## src/rtl/srl_seq_pkg.sv

```systemverilog
// Shared types for the sequential right shifter: FSM states, fill modes, datapath width.
package shift_pkg;

  localparam int SHIFT_W = 32;
  localparam int SHAMT_W = $clog2(SHIFT_W);

  typedef enum logic [1:0] {
    IDLE  = 2'd0,
    SHIFT = 2'd1,
    DONE  = 2'd2
  } srl_state_t;

  typedef enum logic [1:0] {
    FILL_ZERO = 2'd0,
    FILL_SIGN = 2'd1,
    FILL_ROT  = 2'd2
  } fill_mode_t;

endpackage

```

## src/rtl/srl_seq_if.sv

```systemverilog
// Start/ready request and done/result bundle for srl_seq.
// SRL_SEQ_ROTR_EN adds the rotate request bit.
interface srl_seq_if;
  import shift_pkg::*;

  logic               start;
  logic [SHIFT_W-1:0] data;
  logic [SHAMT_W-1:0] shamt;
  logic               arith;
`ifdef SRL_SEQ_ROTR_EN
  logic               rotate;
`endif
  logic               ready;
  logic               busy;
  logic [SHIFT_W-1:0] out;
  logic               done;

  modport master (
    output start, data, shamt, arith,
`ifdef SRL_SEQ_ROTR_EN
    output rotate,
`endif
    input  ready, busy, out, done
  );

  modport slave (
    input  start, data, shamt, arith,
`ifdef SRL_SEQ_ROTR_EN
    input  rotate,
`endif
    output ready, busy, out, done
  );

endinterface

```

## src/rtl/srl_seq_rshift_step.sv

```systemverilog
// One iteration of the right shifter: shifts by 0, 1 or 2 bits with zero, sign or rotate fill.
module rshift_step
  import shift_pkg::*;
(
  input  logic [SHIFT_W-1:0] acc,
  input  logic [1:0]         step,
  input  fill_mode_t         fill,
  output logic [SHIFT_W-1:0] nxt
);

  logic [1:0] fill_bits;

  // fill_bits[1] lands in the MSB; for rotation it is whatever leaves the LSB end
  always_comb begin
    fill_bits = 2'b00;
    case (fill)
      FILL_SIGN: fill_bits = {2{acc[SHIFT_W-1]}};
      FILL_ROT:  fill_bits = (step == 2'd1) ? {acc[0], 1'b0} : acc[1:0];
      default:   fill_bits = 2'b00;
    endcase
  end

  always_comb begin
    nxt = acc;
    case (step)
      2'd1:    nxt = {fill_bits[1], acc[SHIFT_W-1:1]};
      2'd2:    nxt = {fill_bits, acc[SHIFT_W-1:2]};
      default: nxt = acc;
    endcase
  end

endmodule

```

## src/rtl/srl_seq.sv

```systemverilog
// Multi-cycle right shifter (SRL/SRA, optional ROTR when SRL_SEQ_ROTR_EN is defined),
// retiring up to STEP bits per clock behind a start/ready, done-pulse handshake.
module srl_seq
  import shift_pkg::*;
#(
  parameter int STEP = 2
) (
  input  logic      clk,
  input  logic      reset_n,
  srl_seq_if.slave  bus
);

  srl_state_t         state_reg, state_next;
  logic [SHIFT_W-1:0] acc_reg, acc_next;
  logic [SHAMT_W-1:0] rem_reg, rem_next;
  fill_mode_t         mode_reg, mode_next;
  logic [SHIFT_W-1:0] out_reg, out_next;

  logic [1:0]         step_sel;
  logic [SHIFT_W-1:0] acc_shifted;
  fill_mode_t         fill_sel;

  always_comb begin
`ifdef SRL_SEQ_ROTR_EN
    if (bus.rotate)         fill_sel = FILL_ROT;
    else if (bus.arith)     fill_sel = FILL_SIGN;
    else                    fill_sel = FILL_ZERO;
`else
    fill_sel = bus.arith ? FILL_SIGN : FILL_ZERO;
`endif
  end

  // Take the full STEP while enough bits remain, otherwise finish the odd remainder
  assign step_sel = (rem_reg >= SHAMT_W'(STEP)) ? 2'(STEP) : rem_reg[1:0];

  rshift_step u_step (
    .acc  (acc_reg),
    .step (step_sel),
    .fill (mode_reg),
    .nxt  (acc_shifted)
  );

  always_comb begin
    state_next = state_reg;
    acc_next   = acc_reg;
    rem_next   = rem_reg;
    mode_next  = mode_reg;
    out_next   = out_reg;
    case (state_reg)
      IDLE: begin
        if (bus.start) begin
          acc_next  = bus.data;
          rem_next  = bus.shamt;
          mode_next = fill_sel;
          if (bus.shamt == '0) begin
            state_next = DONE;
            out_next   = bus.data;
          end else begin
            state_next = SHIFT;
          end
        end
      end
      SHIFT: begin
        acc_next = acc_shifted;
        rem_next = rem_reg - SHAMT_W'(step_sel);
        // out is loaded on the edge into DONE so it is valid alongside the done pulse
        if (rem_next == '0) begin
          state_next = DONE;
          out_next   = acc_shifted;
        end
      end
      DONE:    state_next = IDLE;
      default: state_next = IDLE;
    endcase
  end

  always_ff @(posedge clk or negedge reset_n) begin
    if (!reset_n) begin
      state_reg <= IDLE;
      acc_reg   <= '0;
      rem_reg   <= '0;
      mode_reg  <= FILL_ZERO;
      out_reg   <= '0;
    end else begin
      state_reg <= state_next;
      acc_reg   <= acc_next;
      rem_reg   <= rem_next;
      mode_reg  <= mode_next;
      out_reg   <= out_next;
    end
  end

  assign bus.ready = (state_reg == IDLE);
  assign bus.busy  = (state_reg == SHIFT) || (state_reg == DONE);
  assign bus.done  = (state_reg == DONE);
  assign bus.out   = out_reg;

endmodule

```

## src/flat_wrapper.sv

```systemverilog
// flat-port wrapper written by rule: the top's interface ports become plain ports
module srl_seq_flat import shift_pkg::*;
#(
  parameter int STEP = 2
)
  (clk, reset_n, bus_start, bus_data, bus_shamt, bus_arith, bus_ready, bus_busy, bus_out, bus_done);
  srl_seq_if bus_i ();
  input  logic clk;
  input  logic reset_n;
  input wire logic [$bits(bus_i.start)-1:0] bus_start;
  input wire logic [$bits(bus_i.data)-1:0] bus_data;
  input wire logic [$bits(bus_i.shamt)-1:0] bus_shamt;
  input wire logic [$bits(bus_i.arith)-1:0] bus_arith;
  output wire logic [$bits(bus_i.ready)-1:0] bus_ready;
  output wire logic [$bits(bus_i.busy)-1:0] bus_busy;
  output wire logic [$bits(bus_i.out)-1:0] bus_out;
  output wire logic [$bits(bus_i.done)-1:0] bus_done;
  assign bus_i.start = bus_start;
  assign bus_i.data = bus_data;
  assign bus_i.shamt = bus_shamt;
  assign bus_i.arith = bus_arith;
  assign bus_ready = bus_i.ready;
  assign bus_busy = bus_i.busy;
  assign bus_out = bus_i.out;
  assign bus_done = bus_i.done;
  srl_seq #(.STEP(STEP)) u_core (.clk(clk), .reset_n(reset_n), .bus(bus_i));
endmodule
```

## config.mk

```make
export PLATFORM = sky130hd
export DESIGN_NAME = srl_seq_flat
export DESIGN_NICKNAME = d
export VERILOG_FILES = /design/src/rtl/srl_seq_pkg.sv /design/src/rtl/srl_seq_if.sv /design/src/rtl/srl_seq_rshift_step.sv /design/src/rtl/srl_seq.sv /design/src/flat_wrapper.sv
export SDC_FILE = /design/constraint.sdc
export NUM_CORES = 1
export LEC_CHECK = 0
export ABC_AREA = 0
export CAP_MARGIN = 10
export CORE_UTILIZATION = 57
export DETAILED_ROUTE_END_ITERATION = 10
export PLACE_DENSITY = 0.86
export SLEW_MARGIN = 10
export SYNTH_ARGS = -nofsm -noshare
export SYNTH_HDL_FRONTEND = slang
export SYNTH_HIERARCHICAL = 1
export SYNTH_SLANG_ARGS = --single-unit
export TNS_END_PERCENT = 100
```

## constraint.sdc

```tcl
create_clock -name clk -period 6.95 [get_ports clk]
set_input_delay 1.39 -clock clk [delete_from_list [all_inputs] [get_ports clk]]
set_output_delay 1.39 -clock clk [all_outputs]
set_load 0.02 [all_outputs]
```

# --- Yosys cells after proc, flatten, opt, wreduce, memory -nomap -nowiden ---
# Index checks and enable logic that the tools add are counted.
totals:
  ramBits: 0
  latchBits: 0
  output_inout_bits: 35
  n_memories: 0
  wordCells: 42
  ff_bits: 73
  romBits: 0
classes:
  n_addsub: 1
  multipliers: 0
  eq_ne: 9
  shift: 0
  reduce_logical: 9
  div_mod_pow: 0
  order_cmp: 1
  mux: 17
  bitwise: 0
ops:
  columns: ["operator", "n"]
  rows:
  - ["one-hot mux 32 bit (2 select lines)", 3]
  - ["2-to-1 mux 32 bit", 4]
  - ["zero test 5 bit", 2]
  - ["2-to-1 mux 2 bit", 5]
  - ["one-hot mux 5 bit (2 select lines)", 1]
  - ["one-hot mux 2 bit (2 select lines)", 2]
  - ["== test 2 x 1 -> 1 bit (second input constant)", 3]
  - ["== test 2 bit (second input constant)", 3]
  - ["AND reduction 2 bit", 3]
  - [">= comparator 5 x 2 -> 1 bit (second input constant)", 1]
  - ["2-to-1 mux 5 bit", 1]
  - ["subtractor 5 x 2 -> 5 bit", 1]
  - ["inequality test 2 x 1 -> 1 bit (second input constant)", 2]
  - ["AND reduction 4 bit", 1]
  - ["zero test 2 bit", 1]
  - ["inequality test 2 bit (second input constant)", 1]
  - ["nonzero test 2 bit", 1]
  - ["logical OR 1 bit", 1]
  - ["2-to-1 mux 1 bit", 1]

# --- Longest topological paths before layout ---
depth:
  word_depth: 8
  ltp_mapped: 12

# --- Cells and area by module ---
# The synthesis kept the hierarchy.
by_module_without_submodules:
  columns: ["module", "instances", "area_per_inst_um2", "cells_each", "seq_area_each_um2"]
  rows:
  - ["srl_seq", 1, 3449.6, 325, 1801.7]
  - ["rshift_step", 1, 721.9, 125, 0.0]

# --- Worst setup path before layout ---
# No wires, ideal clock.
synth_timing:
  path_type: "input port to flip-flop"
  start: "in bus_shamt[2]"
  end: "reg u_core.out_reg[0], in the netlist u_core/bus.out[0]"
  arrival_time_ns: 2.882
  cell_stages: 6
  setup_slack_ns: 3.949
  cell_sequence: "or4_1 > o21ai_0 > nand4_1 > clkbuf_1 > o22a_1 > o21a_1"
synth_between:
  elab_chain_len: 3
synth_rtl:
  columns: ["item", "line", "text"]
  rows:
  - ["from (decl)", "flat_wrapper.sv:12", "input wire logic [$bits(bus_i.shamt)-1:0] bus_shamt;"]
  - ["zero test 5 bit", "srl_seq.sv:55", "if (bus.shamt == '0) begin"]
  - ["inequality test 2 x 1 -> 1 bit (no source line)", null, null]
  - ["AND reduction 4 bit (no source line)", null, null]
  - ["to (signal assigned)", "srl_seq.sv:89", "out_reg <= out_next;"]
  - ["to (decl)", "srl_seq.sv:17", "logic [SHIFT_W-1:0] out_reg, out_next;"]
# Every way passes these cells.
# A chain may end at the register's enable or synchronous reset.

# --- Worst setup path after layout ---
layout_timing:
  start: "in bus_shamt[2]"
  end: "reg u_core.out_reg[16], in the netlist u_core/bus.out[16]"
# Same word-level chain as after synthesis.

==> flow_summary.ini <==
[sta]
setup_slack_ps = 2990
slew_headroom = 0.195
finalSetupViolCount = 0
hold_viol = 0
fin_setup_tns_ps = 0
skew_ps = 7.75
post-route-min-period_ps = 3960
rsz0062_at_grt = no
fmax_ghz = 0.253
fin_crit_sh = 0.569
maxSlewViolCount = 0
tightest_slew_ps = 1210

[floorplanning]
core_region_area_sq_mm = 0.00694
num_rows = 30
die_h_microns = 87.5
initial_core_util = 0.601
dieArea_sq_mm = 0.00766
pin_count = 76
die_x_microns = 87.5

[global_route]
grt_max_degree = 75
grt_first_pass_wirelength_mm = 16.5
grt_pass1_vias = 3580
antenna_found_initial = 0
grt_usage = 0.276
grt_overflow_total = 0

[route]
vias = 3667
wl_per_cell_microns = 16.5
vias_per_cell = 6.07
drc_errors = 0
firstDrtPassIters = 5
ant_nets = 0
wl_mm = 9.94
first_iter_violations = 305

[synth]
synth_area_sq_mm = 0.00417
async_reset_ff_frac = 1.00
ys_warn_count = 6
ys_ff_latch = 72
yosysSeqAreaShare = 0.432
syn_inst = 450
synth-edff-count = 0
ys.flop_type = dfrtp_1
synthDistinctLibCells = 44
synth.avg_cell_area_sq_um = 9.27

[clock_tree]
cts_root_buffer = clkbuf_8
cts.clk_slew.worst_paths_ps = 80
clkSinkCount = 72
clkLatencyLatePin_ps = 340
htreeDepth = 3
cts_buffer_depth = 2
post_cts_buffers = 0
ctsResizeCount = 0
cts_tree = yes
numCtsBuffers = 9
cts_hold_buffers = 0

[place]
hpwlAfterDp_mm = 6.06
place_congestion = 0.831
port_buffers = 75
pre_cts_ws_ps = 2740

[setup_path]
worstPathMaxFanout = 16
crit_arrival_ps = 4190
cp-start-kind = input pin
cp-end-kind = flop
crit_required_ps = 7190
critPathKind = input pin to flop

[cells_and_area]
num_antenna_cells = 0
area_growth_pct = 24.2
drive_gt1_frac = 0.0571
final_nets = 553

[run]
cap_violations = 0

[power]
ir_worst_vdd_mv = 0.239
p_per_area_mw_per_mm2 = 476
leakagePower_nw = 2.00

[outcome]
outcome = completed

[hold_path]
hp-class = flop to flop
-- path summary, 6_finish.rpt --
path	startpoint	to	slack, ps	cells after the start
worst max-delay path	bus_shamt[2]	u_core/bus.out[16]	2990	7
worst min-delay path	u_core/bus.out[26]	u_core/bus.out[26]	490	1
worst max register to register	u_core/rem_reg[3]	u_core/bus.out[16]	3260	8
worst min register to register	u_core/bus.out[26]	u_core/bus.out[26]	490	1
max in group asynchronous	reset_n	u_core/mode_reg[0]	5090	2
min in group asynchronous	reset_n	u_core/acc_reg[4]	1240	2
-- where the power goes --
group / total, W / switching (W) / internal, W
registers: 0.000769 / 0.000167 / 0.000602
clock network: 0.000418 / 0.000158 / 0.000260
logic: 0.00128 / 0.000714 / 0.000566
-- cells in the final DEF, fill, tap and decap left out, drive strengths merged, types with 2 or more instances in the layout --
| master | instances |
|---|---|
| clkbuf | 12 |
| nand2 | 69 |
| clkdlybuf4s50 | 74 |
| o21ai | 71 |
| a31oi | 2 |
| a22oi | 30 |
| buf | 6 |
| inv | 12 |
| nand3 | 3 |
| dfrtp | 72 |
| o21a | 33 |
| a21oi | 4 |
| conb | 3 |
| mux2i | 35 |
| nor4 | 2 |
| nand4 | 2 |
| nor2 | 8 |
| o22a | 33 |
| o31a | 2 |
| nor3 | 3 |
| ha | 9 |
| bufinv | 3 |
-- cell usage after synthesis (2+ instances only) --
cell type | number | area (sq um)
nor2_1 | 8 | 30.0
nand2_1 | 69 | 259
o21a_1 | 33 | 248
a22oi_1 | 30 | 225
mux2i_1 | 35 | 350
nor3_1 | 2 | 10.0
a31oi_1 | 2 | 12.5
o21ai_0 | 52 | 260
nand3_1 | 3 | 15.0
inv_1 | 11 | 41.3
buf_2 | 14 | 70.1
conb_1 | 2 | 7.51
a21oi_1 | 4 | 20.0
o31a_1 | 2 | 17.5
nor4_1 | 2 | 12.5
o21ai_1 | 19 | 95.1
dfrtp_1 | 72 | 1800
clkbuf_1 | 23 | 86.3
ha_1 | 9 | 113
o22a_1 | 33 | 289
nand4_1 | 2 | 12.5
-- area by class of cell --
| class | instances | area, sq um |
|---|---|---|
| Multi-Input combinational cell | 328 | 2170 |
| Inverter | 12 | 45.0 |
| Tap cell | 96 | 120 |
| Timing Repair Buffer | 80 | 791 |
| Clock inverter | 4 | 98.8 |
| Sequential cell | 72 | 1800 |
| Fill cell | 503 | 1760 |
| Clock buffer | 12 | 155 |
-- through the flow --
stage / cells / area (sq um) / util / hold WS (ps) / power (W)
finish: 604 / 5180 / 0.746 / 489 / 0.00247
global route: 604 / 5180 / 0.746 / 511 / 0.00264
CTS: 603 / 5170 / 0.744 / 498 / 0.00245
detailed placement: 587 / 4910 / 0.707 / 479 / 0.00201
global placement: 587 / 4910 / 0.707 / 475 / 0.00196
floorplan: 451 / 4180 / - / 488 / 0.00166
-- logic make-up after synthesis --
kind of cell | Yosys count | share of synthesized area
AND/OR/NAND/NOR | 97 | 0.103
flip-flops | 72 | 0.432
multiplexers | 36 | 0.0867
other | 2 | 0.00180
adder cells (fa/ha/maj) | 9 | 0.0270
AO/OA/AOI/OAI | 183 | 0.298
buffers and inverters | 51 | 0.0519
-- worst max-delay path, stage by stage --
cell and delay, ps:
clkdlybuf4s50_1 430, or4_1 550, o21ai_0 300, nand4_1 690
buf_4 490, o22a_1 230, o21a_1 110
-- routing by layer --
| metal | share of wire | track usage | vias to the layer above | wire length (microns) |
|---|---|---|---|---|
| met5 | 0 | 0 | - | 0 |
| met4 | 0.013 | 0.128 | 0 | 134 |
| met3 | 0.049 | 0.0386 | 15 | 488 |
| met2 | 0.48 | 0.449 | 145 | 4760 |
| met1 | 0.46 | 0.370 | 1766 | 4550 |
| li1 | - | - | 1741 | - |
Note: power is estimated with default switching activity, not from simulation.
